`src/rtl/ipm_mask_seq_if.sv`:
```
// Handshake bundle between an IPM masking encoder and its producer/consumer.
// The master side supplies the job and the random bytes; the slave side is the encoder.
interface ipm_mask_seq_if #(
    parameter int V = 8
);
    logic           start;
    logic [7:0]     S;
    logic [V*8-1:0] L;
    logic [7:0]     rnd;
    logic           rnd_valid;
    logic           rnd_ready;
    logic [V*8-1:0] R;
    logic           out_valid;
    logic           out_ready;
    logic           busy;

    modport master (
        output start, S, L, rnd, rnd_valid, out_ready,
        input  rnd_ready, R, out_valid, busy
    );

    modport slave (
        input  start, S, L, rnd, rnd_valid, out_ready,
        output rnd_ready, R, out_valid, busy
    );
endinterface

```
`src/rtl/ipm_mask_seq.sv`:
```
// Sequential IPM masking encoder: splits secret S into shares R such that
// S = XOR_i L_i*R_i over GF(2^8), drawing one fresh random byte per share 1..V-1.
module ipm_mask_seq #(
    parameter int V = 8
) (
    input  logic            clk,
    input  logic            rst,
    ipm_mask_seq_if.slave   bus
);
    localparam int IW = $clog2(V);

    typedef enum logic [1:0] {
        IDLE    = 2'd0,
        COLLECT = 2'd1,
        DONE    = 2'd2
    } state_e;

    state_e         state_q, state_d;
    logic [IW-1:0]  idx_q, idx_d;
    logic [7:0]     acc_q, acc_d;
    logic [V*8-1:0] l_q, l_d;
    logic [V*8-1:0] r_q, r_d;
    logic           rnd_ready_q, rnd_ready_d;
    logic           out_valid_q, out_valid_d;
    logic           busy_q, busy_d;

    logic [7:0]     l_sel;
    logic [7:0]     prod;
    logic [7:0]     acc_next;
    logic           accept;
    logic           last;

    // Carry-less 8x8 product followed by reduction modulo x^8+x^4+x^3+x+1.
    function automatic logic [7:0] gf_mul(input logic [7:0] a, input logic [7:0] b);
        logic [14:0] p;
        p = '0;
        for (int i = 0; i < 8; i++) begin
            if (b[i]) p = p ^ (15'(a) << i);
        end
        for (int k = 14; k >= 8; k--) begin
            if (p[k]) p = p ^ (15'h11B << (k - 8));
        end
        return p[7:0];
    endfunction

    // Single shared multiplier: always weighs the incoming byte by the L of the current slot.
    assign l_sel    = l_q[{idx_q, 3'b000} +: 8];
    assign prod     = gf_mul(l_sel, bus.rnd);
    assign acc_next = acc_q ^ prod;
    assign accept   = (state_q == COLLECT) && bus.rnd_valid;
    assign last     = (idx_q == IW'(V - 1));

    // NOTE: every variable gets its hold value first so no path leaves it unassigned (no latches).
    always_comb begin
        state_d = state_q;
        idx_d   = idx_q;
        acc_d   = acc_q;
        l_d     = l_q;
        r_d     = r_q;

        unique case (state_q)
            IDLE: begin
                if (bus.start) begin
                    // Byte 0 of L is fixed to 1 by the scheme, whatever the caller drives.
                    l_d     = {bus.L[V*8-1:8], 8'h01};
                    acc_d   = bus.S;
                    idx_d   = IW'(1);
                    r_d     = '0;
                    state_d = COLLECT;
                end
            end
            COLLECT: begin
                if (accept) begin
                    r_d[{idx_q, 3'b000} +: 8] = bus.rnd;
                    acc_d = acc_next;
                    idx_d = idx_q + IW'(1);
                    if (last) begin
                        // Share 0 closes the sum: with L_0=1 it absorbs S and all weighted shares.
                        r_d[7:0] = acc_next;
                        state_d  = DONE;
                    end
                end
            end
            DONE: begin
                if (bus.out_ready) state_d = IDLE;
            end
            default: state_d = IDLE;
        endcase

        rnd_ready_d = (state_d == COLLECT);
        out_valid_d = (state_d == DONE);
        busy_d      = (state_d != IDLE);
    end

    // NOTE: non-blocking assignments here so every flop samples pre-edge values.
    // NOTE: the share register is reset too, so R reads as zero right after reset.
    always_ff @(posedge clk or posedge rst) begin
        if (rst) begin
            state_q     <= IDLE;
            idx_q       <= IW'(1);
            acc_q       <= '0;
            l_q         <= '0;
            r_q         <= '0;
            rnd_ready_q <= 1'b0;
            out_valid_q <= 1'b0;
            busy_q      <= 1'b0;
        end else begin
            state_q     <= state_d;
            idx_q       <= idx_d;
            acc_q       <= acc_d;
            l_q         <= l_d;
            r_q         <= r_d;
            rnd_ready_q <= rnd_ready_d;
            out_valid_q <= out_valid_d;
            busy_q      <= busy_d;
        end
    end

    assign bus.rnd_ready = rnd_ready_q;
    assign bus.out_valid = out_valid_q;
    assign bus.busy      = busy_q;
    assign bus.R         = r_q;
endmodule

```
`src/flat_wrapper.sv`:
```
// flat-port wrapper written by rule: the top's interface ports become plain ports
module ipm_mask_seq_flat 
#(
    parameter int V = 8
)
  (clk, rst, bus_start, bus_S, bus_L, bus_rnd, bus_rnd_valid, bus_out_ready, bus_rnd_ready, bus_R, bus_out_valid, bus_busy);
  ipm_mask_seq_if #(.V(V)) bus_i ();
  input  logic clk;
  input  logic rst;
  input wire logic [$bits(bus_i.start)-1:0] bus_start;
  input wire logic [$bits(bus_i.S)-1:0] bus_S;
  input wire logic [$bits(bus_i.L)-1:0] bus_L;
  input wire logic [$bits(bus_i.rnd)-1:0] bus_rnd;
  input wire logic [$bits(bus_i.rnd_valid)-1:0] bus_rnd_valid;
  input wire logic [$bits(bus_i.out_ready)-1:0] bus_out_ready;
  output wire logic [$bits(bus_i.rnd_ready)-1:0] bus_rnd_ready;
  output wire logic [$bits(bus_i.R)-1:0] bus_R;
  output wire logic [$bits(bus_i.out_valid)-1:0] bus_out_valid;
  output wire logic [$bits(bus_i.busy)-1:0] bus_busy;
  assign bus_i.start = bus_start;
  assign bus_i.S = bus_S;
  assign bus_i.L = bus_L;
  assign bus_i.rnd = bus_rnd;
  assign bus_i.rnd_valid = bus_rnd_valid;
  assign bus_i.out_ready = bus_out_ready;
  assign bus_rnd_ready = bus_i.rnd_ready;
  assign bus_R = bus_i.R;
  assign bus_out_valid = bus_i.out_valid;
  assign bus_busy = bus_i.busy;
  ipm_mask_seq #(.V(V)) u_core (.clk(clk), .rst(rst), .bus(bus_i));
endmodule
```
`config.mk`:
```
export PLATFORM = sky130hd
export DESIGN_NAME = ipm_mask_seq_flat
export DESIGN_NICKNAME = d
export VERILOG_FILES = /design/src/rtl/ipm_mask_seq_if.sv /design/src/rtl/ipm_mask_seq.sv /design/src/flat_wrapper.sv
export SDC_FILE = /design/constraint.sdc
export NUM_CORES = 1
export LEC_CHECK = 0
export BUFFER_PORTS_ARGS = -buffer_cell sky130_fd_sc_hd__buf_2
export CORE_ASPECT_RATIO = 0.75
export CORE_MARGIN = 2
export CORE_UTILIZATION = 55
export DETAILED_ROUTE_END_ITERATION = 8
export PLACE_DENSITY = 0.8
export SYNTH_ARGS = -nofsm -noshare
export SYNTH_HDL_FRONTEND = slang
export SYNTH_SLANG_ARGS = --single-unit
```
`constraint.sdc`:
```
create_clock -name clk -period 5.4 [get_ports clk]
set_clock_uncertainty 0.05 [all_clocks]
set_input_delay 0.54 -clock clk [delete_from_list [all_inputs] [get_ports clk]]
set_output_delay 0.54 -clock clk [all_outputs]
set_load 0.02 [all_outputs]
```
* Word-level counts from Yosys, hierarchy flattened
Cells that the tools add are included.
W data, S select, Z words.
** Operators by class
- Bitwise operators :: 15
- Reductions and logical operators :: 6
- $add $sub $neg :: 2
- Shift operators :: 3
- Muxes and demuxes :: 31
- Equality and inequality tests :: 7
** Operator list (count)
- $mux W64 :: 2
- $pmux W64 S2 :: 1
- $mux W15 :: 7
- $bwmux W64 :: 1
- $shift A8 B8 Y64 const A :: 1
- $shiftx A64 B7 Y8 :: 1
- $shiftx A8 B8 Y64 :: 1
- $mux W8 :: 5
- $not A4 Y4 :: 7
- $pmux W8 S2 :: 1
- $xor A15 B10 Y15 :: 1
- $xor A15 B11 Y15 :: 1
- $xor A15 B12 Y15 :: 1
- $xor A15 B13 Y15 :: 1
- $xor A15 B14 Y15 :: 1
- $xor A15 B15 Y15 :: 1
- $xor A15 B9 Y15 :: 1
- $mux W11 :: 1
- $mux W10 :: 1
- $mux W9 :: 1
- $mux W2 :: 4
- $neg A6 Y8 :: 1
- $xor A8 B8 Y8 :: 1
- $mux W7 :: 1
- other kinds (16) :: 20
** Storage, ports and cells
- Output and inout port bits :: 67
- Word-level logic and storage cells :: 72
- Bits in registers :: 137
- Input port bits :: 85

* Logic depth before layout (Yosys ltp)
Gate-level depths: netlist of run 1.
- Depth in word-level cells :: 34
- Mapped depth :: 12
- Gate-level depth less buffers :: 9

* Least setup slack after synthesis of run 1
No wires, ideal clock.
- Kind :: reg2reg
- Start :: register u_core.idx_q[0]
- End :: register u_core.acc_q[2]
- Data required time :: 5.280 ns
- Stages on the path, launching flop included :: 12
- Arrival :: 2.928 ns
- Clock period less this slack :: 3.048 ns
- Setup time :: 0.070 ns
- Setup slack :: 2.352 ns
- Buffers on the path :: 2
- Path through :: dfstp_2 buf_6 buf_6 mux2_1 o22ai_1 nor2_2 mux2_4 a22oi_2 xnor3_1 xor2_1 or3b_1 nand3_1
** On the way
- Longest elaborated chain between the ends :: 28
- Elaborated cells between the ends (all ways) :: 30
- Those cells by class :: 1 x shift; 17 x mux; 12 x bitwise
** Ends and longest elaborated chain
- from (decl) :: line ipm_mask_seq.sv:19 : logic [IW-1:0] idx_q, idx_d;
- from (signal assigned) :: line ipm_mask_seq.sv:109 : idx_q <= idx_d;
- $shiftx A64 B7 Y8 * :: line ipm_mask_seq.sv:47 : assign l_sel = l_q[{idx_q, 3'b000} +: 8];
- $mux W8 :: line ipm_mask_seq.sv:38 : if (b[i]) p = p ^ (15'(a) << i);
- $xor A15 B9 Y15 :: line ipm_mask_seq.sv:38
- $mux W15 :: line ipm_mask_seq.sv:38
- $xor A15 B10 Y15 :: line ipm_mask_seq.sv:38
- $mux W15 :: line ipm_mask_seq.sv:38
- $xor A15 B11 Y15 :: line ipm_mask_seq.sv:38
- $mux W15 :: line ipm_mask_seq.sv:38
- [12 not listed]
- $not A4 Y4 (no source line)
- $mux W7 :: line ipm_mask_seq.sv:41 : if (p[k]) p = p ^ (15'h11B << (k - 8));
- $not A4 Y4 (no source line)
- $mux W6 * :: line ipm_mask_seq.sv:41
- $mux W5 * :: line ipm_mask_seq.sv:41
- $xor A8 B8 Y8 * :: line ipm_mask_seq.sv:49 : assign acc_next = acc_q ^ prod;
- $mux W8 * :: line ipm_mask_seq.sv:73 : if (accept) begin
- $pmux W8 S2 * :: line ipm_mask_seq.sv:61 : unique case (state_q)
- to (signal assigned) :: line ipm_mask_seq.sv:101 : acc_q <= '0;
- to (signal assigned) :: line ipm_mask_seq.sv:110 : acc_q <= acc_d;
- to (decl) :: line ipm_mask_seq.sv:20 : logic [7:0] acc_q, acc_d;
Every way passes the cells marked *; elsewhere a longest branch is shown, timed or not. The select of a mux whose other input is x is not followed.
A chain may end at the register's enable or synchronous reset.

* Final worst setup path of run 1
- Start :: register u_core.idx_q[0]
- End :: register u_core.r_q[4], in the netlist u_core.bus.R[4]
** On the way
- Longest elaborated chain between the ends :: 31
- Elaborated cells between the ends (all ways) :: 38
- Those cells by class :: 1 x add/sub; 1 x eq/ne; 3 x shift; 19 x mux; 14 x bitwise
** Ends and longest elaborated chain
- $shiftx A64 B7 Y8 :: line ipm_mask_seq.sv:47
- $mux W8 :: line ipm_mask_seq.sv:38
- $xor A15 B9 Y15 :: line ipm_mask_seq.sv:38
- $mux W15 :: line ipm_mask_seq.sv:38
- $xor A15 B10 Y15 :: line ipm_mask_seq.sv:38
- $mux W15 :: line ipm_mask_seq.sv:38
- $xor A15 B11 Y15 :: line ipm_mask_seq.sv:38
- $mux W15 :: line ipm_mask_seq.sv:38
- [15 not listed]
- $not A4 Y4 (no source line)
- $mux W6 :: line ipm_mask_seq.sv:41
- $not A4 Y4 (no source line)
- $mux W5 :: line ipm_mask_seq.sv:41
- $xor A8 B8 Y8 :: line ipm_mask_seq.sv:49
- $mux W8 * :: line ipm_mask_seq.sv:77 : if (last) begin
- $mux W64 * :: line ipm_mask_seq.sv:73
- $pmux W64 S2 * :: line ipm_mask_seq.sv:61
- to (signal assigned) :: line ipm_mask_seq.sv:112 : r_q <= r_d;
- to (decl) :: line ipm_mask_seq.sv:22 : logic [V*8-1:0] r_q, r_d;
Marks and branches as above.

==> summary.md, run 1 <==
| Metric | Value |
|---|---|
| Status | completed |
| Crit path time final | 4.01 ns |
| Power Internal | 4370 uW |
| Die area | 13900 um2 |
| Gr usage total | 26.3% |
| Post-place setup slack | ~1.5 ns |
| Post-Place Cell Area | 7920 um2 |
| DR DRC count | 0 |
| Synth Flop Type | dfrtp_1 |
| Power per cell area | 883 nW/um2 |
| Clock Power Share | 15.1% |
| Static Leak | between 0.004 and 0.005 uW |
| Design Area, Final | 8500 um2 |
| FF-to-FF Start | u_core.idx_q[0]$_DFFE_PP1P_ |
| Peak Freq | 250 MHz |
| Asr flop ratio synth | 100% |
| Clock buffers created by TritonCTS | 17 |
| Setup CP Type | reg2reg |
| Post-Synthesis Cell Area | 7130 um2 |
| # Max-Cap Violations | 0 |
| IO Count | around 150 |
| Post-route ant nets | 0 |
| Post-synth EDFFs | 0 |
| CP Max Fanout | 34 |
| RSZ-0062 raised after global routing | false |
| Synth Area in Adders | 0.702% |
| Ant. Diodes | 0 |
| Total grt overflow | 0 |
| TritonCTS clock tree | done |
| Post-CTS Resized | 0 |
| Routed wire length | 17400 um |
| Clock Tree Root | clkbuf_16 |
| XOR/XNOR Fraction of Synth Area | approximately a tenth |
| Setup-failing EPs final | 0 |
| Sw Ratio | between 40% and 50% |
| 1st-pass router iterations | 5 |
| Sequential share of power | 23.9% |
| Post-DP HPWL | 12000 um |
| Starting DRC count in detailed routing | 363 |
| Startpoint Class | register |
| Setup TNS | 0 ns |
| Mux cell area share after synthesis | 13.9% |
| Chip Width | 135 um |
| Logic pwr share | approximately three fifths |
| CTS clock-pin slew for the worst setup and hold paths | 0.06 ns |
| Clock sink count | approximately 140 |
| Core area | 12500 um2 |
| CP Data Arrival Time | about 4.2 ns |
| Fillers | 923 |
| Final nets | approximately 800 |
| Clock latency on the worst-skew pair | 0.42 ns |
| Reg2Reg Capture Point | u_core.bus.R[4]$_DFFE_PP0P_ |
| Synth unique cells | 59 |
| Worst endpoint required time | 5.64 ns |
| Fin crit share | 74.2% |
| DR vias | 5282 |
| Share of cells above drive strength 1 | 38.9% |
| Min-delay worst type | in2async |
| Number of global-route vias before repair | 5255 |
| Synth Net Count | 685 |
| Routability congestion estimate | roughly 0.91 |
| Net Sw Power | 3130 uW |
| Largest family of logic cells by synthesized area | compound AO/OA/AOI/OAI gates |
| Layout area overhead | 19.2% |
| Routed vias/inst | 5.83 |
| Setup Buffers After CTS | 0 |
| Max-slew violations | 0 |
| VDD IR-drop max | approximately 0.0013 V |
| Avg WL per Cell | slightly below 20 um |
| Port Buf Inserts | 143 |
| Final Hold Viols | 0 |
| H-tree Lvls | 4 |
| Compound-Gate Fraction of Synth Area | 14.8% |
| R2R cell count | 9 |
| Slew HR | 21.0% |
| Post-Synth Simple-Gate Area | about a tenth |
| CTS Hold Bufs | 0 |
| Global-route wire length before repair | 27700 um |
| Row cnt | 35 |
| Seq/Total Area, Yosys | 48.1% |
| Reg-to-reg slack, setup | 1.39 ns |
| Mean Syn Cell Area | 12.0 um2 |
| Crit end category | register |
| Slew @ Worst Pin | approximately 1.2 ns |
| Ys Warns | 0 |
| Slack of the critical path | 1.39 ns |
| FF+latch count, synth | around 140 |
| Post-synthesis cell count | 596 |
| Total power | approximately 7500 uW |
| Maximum number of pins on one net before global-route repair | 79 |
| Clk buf depth | 2 |
| Initial Util | 57.1% |
| Die Height | approximately 100 um |
| Initial antenna violation count | 0 |
| Final core occ | 68.1% |
worst max-delay path by stage:
stage               slack (ns)                        start  cells after the start                          end
floorplan                 1.14                          rst                      1  u_core.acc_q[0]$_DFFE_PP0P_
global placement          1.57  u_core.idx_q[0]$_DFFE_PP1P_                      9  u_core.bus.R[4]$_DFFE_PP0P_
detailed placement        1.51  u_core.idx_q[0]$_DFFE_PP1P_                      9  u_core.bus.R[4]$_DFFE_PP0P_
CTS                       1.44  u_core.idx_q[0]$_DFFE_PP1P_                      9  u_core.bus.R[4]$_DFFE_PP0P_
global route              1.19  u_core.idx_q[0]$_DFFE_PP1P_                      9  u_core.bus.R[4]$_DFFE_PP0P_
finish                    1.39  u_core.idx_q[0]$_DFFE_PP1P_                      9  u_core.bus.R[4]$_DFFE_PP0P_
stage by stage:
step,std cells,hold WS [ns]
after floorplan,596,0.385
after global placement,874,0.397
after detailed placement,874,0.408
after CTS,906,0.286
after global routing,906,0.286
final,906,0.292
critical path, cell delays in order (launching register included):
cell,delay [ns]
dfstp_2,1.12
mux2_1,0.42
o22ai_2,0.29
or2_1,0.38
nand2_1,0.13
o22a_1,0.24
o311ai_4,0.33
xnor3_1,0.54
xnor2_1,0.26
o21ai_1,0.10
placed cells by master, fill, tap and decap left out, types with 3 or more instances in the layout:
cell type   synthesis  routed
a221oi_4            3       3
a22o_1             48      48
a22oi_1            17      17
buf_2               4     143
buf_4               0       3
clkbuf_16           0      17
clkinv_4            0       3
clkinvlp_4          0       3
dfrtp_1           136     136
ha_1                4       4
inv_1               8       7
inv_6               0       6
mux2_1              5       5
mux2_2             70      70
mux2_4              7       7
nand2_1            76      76
nand3_1             3       3
nand3b_1            3       3
nor2_1             11      11
nor2_2              3       3
nor3_1             14      14
nor3b_1             6       5
o21ai_0            21      21
o21ai_1            15      15
o22ai_1             3       3
o22ai_2             3       3
or2_2               4       4
or3b_1              3       3
xnor2_1            35      35
xnor3_1            10      10
xor2_1             15      15
kinds of logic after synthesis:
group,count (synthesis)
flip-flops,137
AO/OA/AOI/OAI,127
XOR/XNOR,64
adder cells (fa/ha/maj),4
AND/OR/NAND/NOR,138
multiplexers,84
buffers and inverters,42
state kept, by name (all words and copies together), names as in the netlist:
register and cells:
u_core.bus.rnd_ready 1, u_core.state_q 2, u_core.acc_q 8, u_core.l_q 57, u_core.idx_q 3, u_core.bus.R 64
u_core.bus.busy 1, u_core.bus.out_valid 1
cell type report:
cell class              count  area, um2  area share (%)
multi-input cells         417       3510            41.3
flip-flops and latches    137       3430            40.3
clock inverters            15        154            1.81
inverters                   8       32.5           0.383
well taps                 166        208            2.44
clock buffers              17        425            5.00
repair buffers            146        738            8.68
layer usage:
layer | share of wire, % | vias to the layer above | routed length, um | track usage, %
li1 | - | 2404 | - | -
met1 | 45 | 2645 | 7890 | 36.8
met2 | 47 | 207 | 8140 | 42.0
met3 | 6.4 | 26 | 1120 | 5.60
met4 | 1.5 | 0 | 259 | 7.85
met5 | 0 | - | 0 | 0
cell usage after synthesis, types with 3 or more instances:
master	number	share of area, %
or2_2	4	0.35
mux2_1	5	0.79
nor3_1	14	0.98
nor2_2	3	0.26
buf_6	4	0.63
a22o_1	48	5.9
or3b_1	3	0.37
ha_1	4	0.70
xnor3_1	10	3.2
o22ai_1	3	0.26
mux2_4	7	1.5
mux2_2	70	11
nor2_1	11	0.58
a22oi_1	17	1.8
nand3b_1	3	0.32
xor2_1	15	1.8
xnor2_1	35	4.3
o21ai_0	21	1.5
a221oi_4	3	1.1
nand2_1	76	4.0
nand3_1	3	0.21
buf_2	4	0.28
dfrtp_1	136	48
nor3b_1	6	0.63
clkbuf_1	25	1.3
o22ai_2	3	0.53
inv_1	8	0.42
o21ai_1	15	1.1
power by group through the flow:
| stage | registers, uW | clock network (uW) | logic (uW) |
|---|---|---|---|
| detailed placement | 1800 | 0 | 4520 |
| floorplan | 1850 | 0 | 3600 |
| CTS | 1790 | 1140 | 4570 |
| finish | 1790 | 1130 | 4580 |
| global placement | 1770 | 0 | 4420 |
| global route | 1850 | 1200 | 4960 |
Note: power is estimated with default switching activity, not from simulation.
==> inputs of run 2 (changes only) <==
==> constraint.sdc (replaced) <==
create_clock -name clk -period 3.8 [get_ports clk]
set_clock_uncertainty 0.05 [all_clocks]
set_input_delay 0.38 -clock clk [delete_from_list [all_inputs] [get_ports clk]]
set_output_delay 0.38 -clock clk [all_outputs]
set_load 0.02 [all_outputs]
==> summary.md, run 2 (same netlist as run 1, synthesis figures left out) <==
| Metric | Value |
|---|---|
| CP Data Arrival Time | around 3.8 ns |
| Layout area overhead | 21.0% |
| Avg WL per Cell | 19.3 um |
| Crit end category | register |
| Post-route ant nets | 0 |
| DR vias | 5339 |
| Static Leak | 0.00411 uW |
| Total power | 10900 uW |
| Sw Ratio | between 40% and 50% |
| Core area | 12500 um2 |
| Setup CP Type | reg2reg |
| Starting DRC count in detailed routing | approximately 440 |
| Most frequent cells in the layout | buf_2 (143), dfrtp_1 (136), nand2_1 (76) |
| Fin crit share | 94.6% |
| Largest register FFs | 64 |
| # Max-Cap Violations | 0 |
| H-tree Lvls | 4 |
| Clock Tree Root | clkbuf_16 |
| Gr usage total | between 20% and 30% |
| Die Height | just over 100 um |
| Hold slack | 0.142 ns |
| Power per cell area | 1260 nW/um2 |
| Status | completed |
| Clock latency on the worst-skew pair | 0.41 ns |
| Min-delay worst type | in2async |
| RSZ-0062 raised after global routing | false |
| Total grt overflow | 0 |
| Clk buf depth | 2 |
| Routed wire length | approximately 18000 um |
| Commonest non-fill, non-tap cell in the layout | buf_2 |
| Final core occ | 69.1% |
| Ant. Diodes | 0 |
| Clock Power Share | 15.7% |
| Sequential share of power | 23.0% |
| Maximum number of pins on one net before global-route repair | 138 |
| Initial Util | 57.1% |
| Post-CTS Resized | 0 |
| Logic pwr share | slightly above 60% |
| Final Hold Viols | 0 |
| Routability congestion estimate | approximately 0.9 |
| Setup TNS | 0 ns |
| Die area | 13900 um2 |
| DR DRC count | 0 |
| CP Max Fanout | 20 |
| Worst endpoint required time | about 4 ns |
| Startpoint Class | register |
| Peak Freq | 278 MHz |
| Post-DP HPWL | 12000 um |
| Clock buffers created by TritonCTS | 17 |
| Crit path time final | 3.59 ns |
| Global-route wire length before repair | 28500 um |
| Row cnt | 35 |
| IO Count | 152 |
| TritonCTS clock tree | done |
| Post-Place Cell Area | 8010 um2 |
| Power Internal | 6390 uW |
| Slew HR | 42.3% |
| Net Sw Power | 4490 uW |
| Reg-to-reg slack, setup | 0.21 ns |
| Design Area, Final | roughly 8600 um2 |
| Max-slew violations | 0 |
| Setup-failing EPs final | 0 |
| Port Buf Inserts | ~140 |
| Share of cells above drive strength 1 | 39.7% |
| Initial antenna violation count | 0 |
| Routed vias/inst | 5.83 |
| Final nets | 826 |
| Chip Width | 135 um |
| Setup Buffers After CTS | 0 |
| Slew @ Worst Pin | about 0.87 ns |
| FF-to-FF Start | u_core.idx_q[0]$_DFFE_PP1P_ |
| CTS Hold Bufs | 0 |
| Reg2Reg Capture Point | u_core.bus.R[4]$_DFFE_PP0P_ |
| R2R cell count | 9 |
| CTS clock-pin slew for the worst setup and hold paths | approximately 0.060 ns |
| Number of global-route vias before repair | 5520 |
| VDD IR-drop max | around 0.0013 V |
| 1st-pass router iterations | 5 |
| Clock sink count | 137 |
==> run 2: critical path, stage by stage, from the launching register on <==
cell	delay, ns
dfstp_4	0.80
mux2_1	0.37
o22ai_2	0.27
or2_1	0.35
nand2_1	0.12
o22a_1	0.24
o311ai_4	0.32
xnor3_1	0.54
xnor2_1	0.27
o21ai_1	0.11
==> run 2: layout make-up <==
type | count | area, um2
flip-flops and latches | 137 | 3430
clock buffers | 17 | 425
fillers | 903 | 3850
multi-input cells | 417 | 3510
inverters | 8 | 33.8
repair buffers | 156 | 826
well taps | 166 | 208
clock inverters | 15 | 188
==> run 2: how the worst max path moves through the flow <==
| stage | startpoint | end | slack [ns] | cells past startpoint |
|---|---|---|---|---|
| 2_1_floorplan | u_core.idx_q[0]$_DFFE_PP1P_ | u_core.acc_q[2]$_DFFE_PP0P_ | 0.75 | 11 |
| 4_1_cts | u_core.idx_q[0]$_DFFE_PP1P_ | u_core.bus.R[4]$_DFFE_PP0P_ | 0.16 | 9 |
| 6_report | u_core.idx_q[0]$_DFFE_PP1P_ | u_core.bus.R[4]$_DFFE_PP0P_ | 0.21 | 9 |
| 5_1_grt | u_core.idx_q[2]$_DFFE_PP0P_ | u_core.acc_q[5]$_DFFE_PP0P_ | 0.05 | 10 |
| 3_3_place_gp | u_core.idx_q[0]$_DFFE_PP1P_ | u_core.bus.R[1]$_DFFE_PP0P_ | 0.27 | 9 |
| 3_5_place_dp | u_core.idx_q[0]$_DFFE_PP1P_ | u_core.bus.R[4]$_DFFE_PP0P_ | 0.19 | 9 |
==> run 2: power groups by stage <==
stage | clock network (uW) | registers, uW | logic (uW)
global placement | 0 | 2460 | 6380
floorplan | 0 | 2630 | 5120
CTS | 1730 | 2490 | 6620
detailed placement | 0 | 2510 | 6550
finish | 1710 | 2500 | 6670
global route | 1810 | 2570 | 7180
==> run 2: through the flow <==
stage | worst slack (ns) | std cells
after floorplan | 0.752 | 596
after global placement | 0.273 | 884
after detailed placement | 0.192 | 884
after CTS | 0.159 | 916
after global routing | 0.0545 | 916
final | 0.206 | 916
==> run 2: layer usage <==
layer / GRT usage [%] / wire length (um)
met1: 37.1 / 7820
met2: 43.7 / 8420
met3: 6.29 / 1170
met4: 8.49 / 281
met5: 0 / 0
==> inputs of run 3 (changes only) <==
--- a/config.mk
+++ b/config.mk
@@ -10,7 +10,8 @@
 export CORE_MARGIN = 2
 export CORE_UTILIZATION = 55
 export DETAILED_ROUTE_END_ITERATION = 8
-export PLACE_DENSITY = 0.8
+export PLACE_DENSITY_LB_ADDON = 0.12
+export RECOVER_POWER = 25
 export SYNTH_ARGS = -nofsm -noshare
 export SYNTH_HDL_FRONTEND = slang
 export SYNTH_SLANG_ARGS = --single-unit
==> summary.md, run 3 (same netlist as run 1, synthesis figures left out) <==
| Metric | Value |
|---|---|
| Slew HR | -40.1% |
| Max-slew violations | 51 |
| Hold slack | 0.130 ns |
| Setup Buffers After CTS | 0 |
| DR vias | 5243 |
| Post-Place Cell Area | between 8000 and 9000 um2 |
| Setup CP Type | reg2reg |
| Ant. Diodes | 0 |
| Maximum number of pins on one net before global-route repair | slightly below 90 |
| Status | finished with violations |
| CTS Hold Bufs | 0 |
| Final Hold Viols | 0 |
| Routed vias/inst | 5.73 |
| Slew @ Worst Pin | 2.09 ns |
| Crit-path cells | mux2_1 -> o22ai_2 -> or2_1 -> nand2_1 -> o22a_1 -> o311ai_4 -> xnor3_1 -> xnor2_1 -> o21ai_1 |
| TritonCTS clock tree | done |
| Slack of the critical path | 0.219 ns |
| Setup TNS | 0 ns |
| Crit path time final | about 3.6 ns |
| Avg WL per Cell | 19.3 um |
| 1st-pass router iterations | 6 |
| WP buf/inv | 0 |
| Peak Freq | 279 MHz |
| Static Leak | 0.00401 uW |
| DR DRC count | 0 |
| Post-route ant nets | 0 |
| Power per cell area | 1260 nW/um2 |
| Crit end category | register |
| VDD IR-drop max | 0.00162 V |
| Fillers | 970 |
| RSZ-0062 raised after global routing | false |
| Worst path max stage delay | 0.80 ns |
| Gr usage total | between 20% and 30% |
| Post-DP HPWL | 12000 um |
| Min-delay worst type | in2reg |
| Die area | 13900 um2 |
| Starting DRC count in detailed routing | approximately 370 |
| Total grt overflow | 0 |
| Multi-input gate area | 3510 um2 |
| Reg-to-reg slack, setup | ~0.22 ns |
| Routed wire length | 17600 um |
| Number of global-route vias before repair | 5389 |
| Setup-failing EPs final | 0 |
| Clock latency on the worst-skew pair | about 0.42 ns |
| H-tree Lvls | 4 |
| Port Buf Inserts | 143 |
| Finished Layout Cells | 915 |
| Clock buffers created by TritonCTS | 17 |
| Largest register FFs | 64 |
| Delay-heaviest family, CP | compound AO/OA/AOI/OAI gates |
| Core area | between 10000 and 15000 um2 |
| Final nets | 825 |
| Clk buf depth | 2 |
| Die Height | 103 um |
| Design Area, Final | 8540 um2 |
| Initial antenna violation count | 0 |
| Share of cells above drive strength 1 | 37.2% |
| Reg area | 3430 um2 |
| Most frequent cells in the layout | dfrtp_1 (136), buf_2 (127), nand2_1 (76) |
| Chip Width | 135 um |
| Post-place setup slack | ~0.25 ns |
| Row cnt | 35 |
| Startpoint Class | register |
| Global-route wire length before repair | 28500 um |
| IO Count | between 150 and 200 |
| Failing checks | max-capacitance violations, max-slew violations |
| Fin crit share | 94.2% |
| Clock Tree Root | clkbuf_16 |
| CP Max Fanout | 15 |
| # Max-Cap Violations | 1 |
| Routability congestion estimate | 0.881 |
| Post-CTS Resized | 0 |
| Worst endpoint required time | just over 4 ns |
| CTS clock-pin slew for the worst setup and hold paths | 0.06 ns |
| Layout area overhead | 19.8% |
| Commonest non-fill, non-tap cell in the layout | dfrtp_1 |
| Initial Util | 57.1% |
| CP Data Arrival Time | 3.83 ns |
| Clock sink count | 137 |
| Slowest CP cell | dfstp_2 |
| Placed cells | 883 |
run 3: layout make-up:
class                      count  share of cell area (%)
inverter                       8                   0.366
clock inverter                11                    1.32
timing repair buffer         155                    9.20
tap                          166                    2.43
multi-input combinational    417                    41.1
sequential                   137                    40.1
clock buffer                  21                    5.39
run 3: worst register-to-register path, delay by kind of cell (launching register included):
kind	cells	cell delay, ns
xor gates and xnor gates	2	0.83
AOI/OAI and AO/OA	4	0.93
and+or+nand+nor	2	0.46
muxes	1	0.39
DFF	1	0.80
run 3: power breakdown:
group          total (uW)  switching [uW]  internal, uW
sequential           2470             383          2080
combinational        6670            3420          3250
clock                1600             658           947
total               10700            4460          6280
run 3: worst paths after layout:
path | from | to | cells past startpoint
worst max-delay path | u_core.idx_q[0]$_DFFE_PP1P_ | u_core.bus.R[1]$_DFFE_PP0P_ | 9
worst min-delay path | bus_L[49] | u_core.l_q[49]$_DFFE_PP0P_ | 2
worst max register to register | u_core.idx_q[0]$_DFFE_PP1P_ | u_core.bus.R[1]$_DFFE_PP0P_ | 9
worst min register to register | u_core.l_q[0]$_DFFE_PP0P_ | u_core.l_q[0]$_DFFE_PP0P_ | 1
max in group asynchronous | rst | u_core.l_q[52]$_DFFE_PP0P_ | 3
min in group asynchronous | rst | u_core.l_q[34]$_DFFE_PP0P_ | 2
run 3: stage by stage:
| stage | power [uW] | util, % |
|---|---|---|
| finish | 10700 | 68.4 |
| global route | 11500 | 68.4 |
| CTS | 10800 | 68.7 |
| detailed placement | 9090 | 64.1 |
| global placement | 8930 | 64.1 |
| floorplan | 7750 | - |
run 3: layer usage:
layer  share of wire (%)  global-route usage, %  routed length [um]  vias to the layer above
li1                    -                      -                   -                     2437
met1                  47                   38.7                8230                     2612
met2                  47                   43.8                8250                      180
met3                 5.7                   5.41                1010                       14
met4                0.74                   6.65                 131                        0
met5                   0                      0                   0                        -
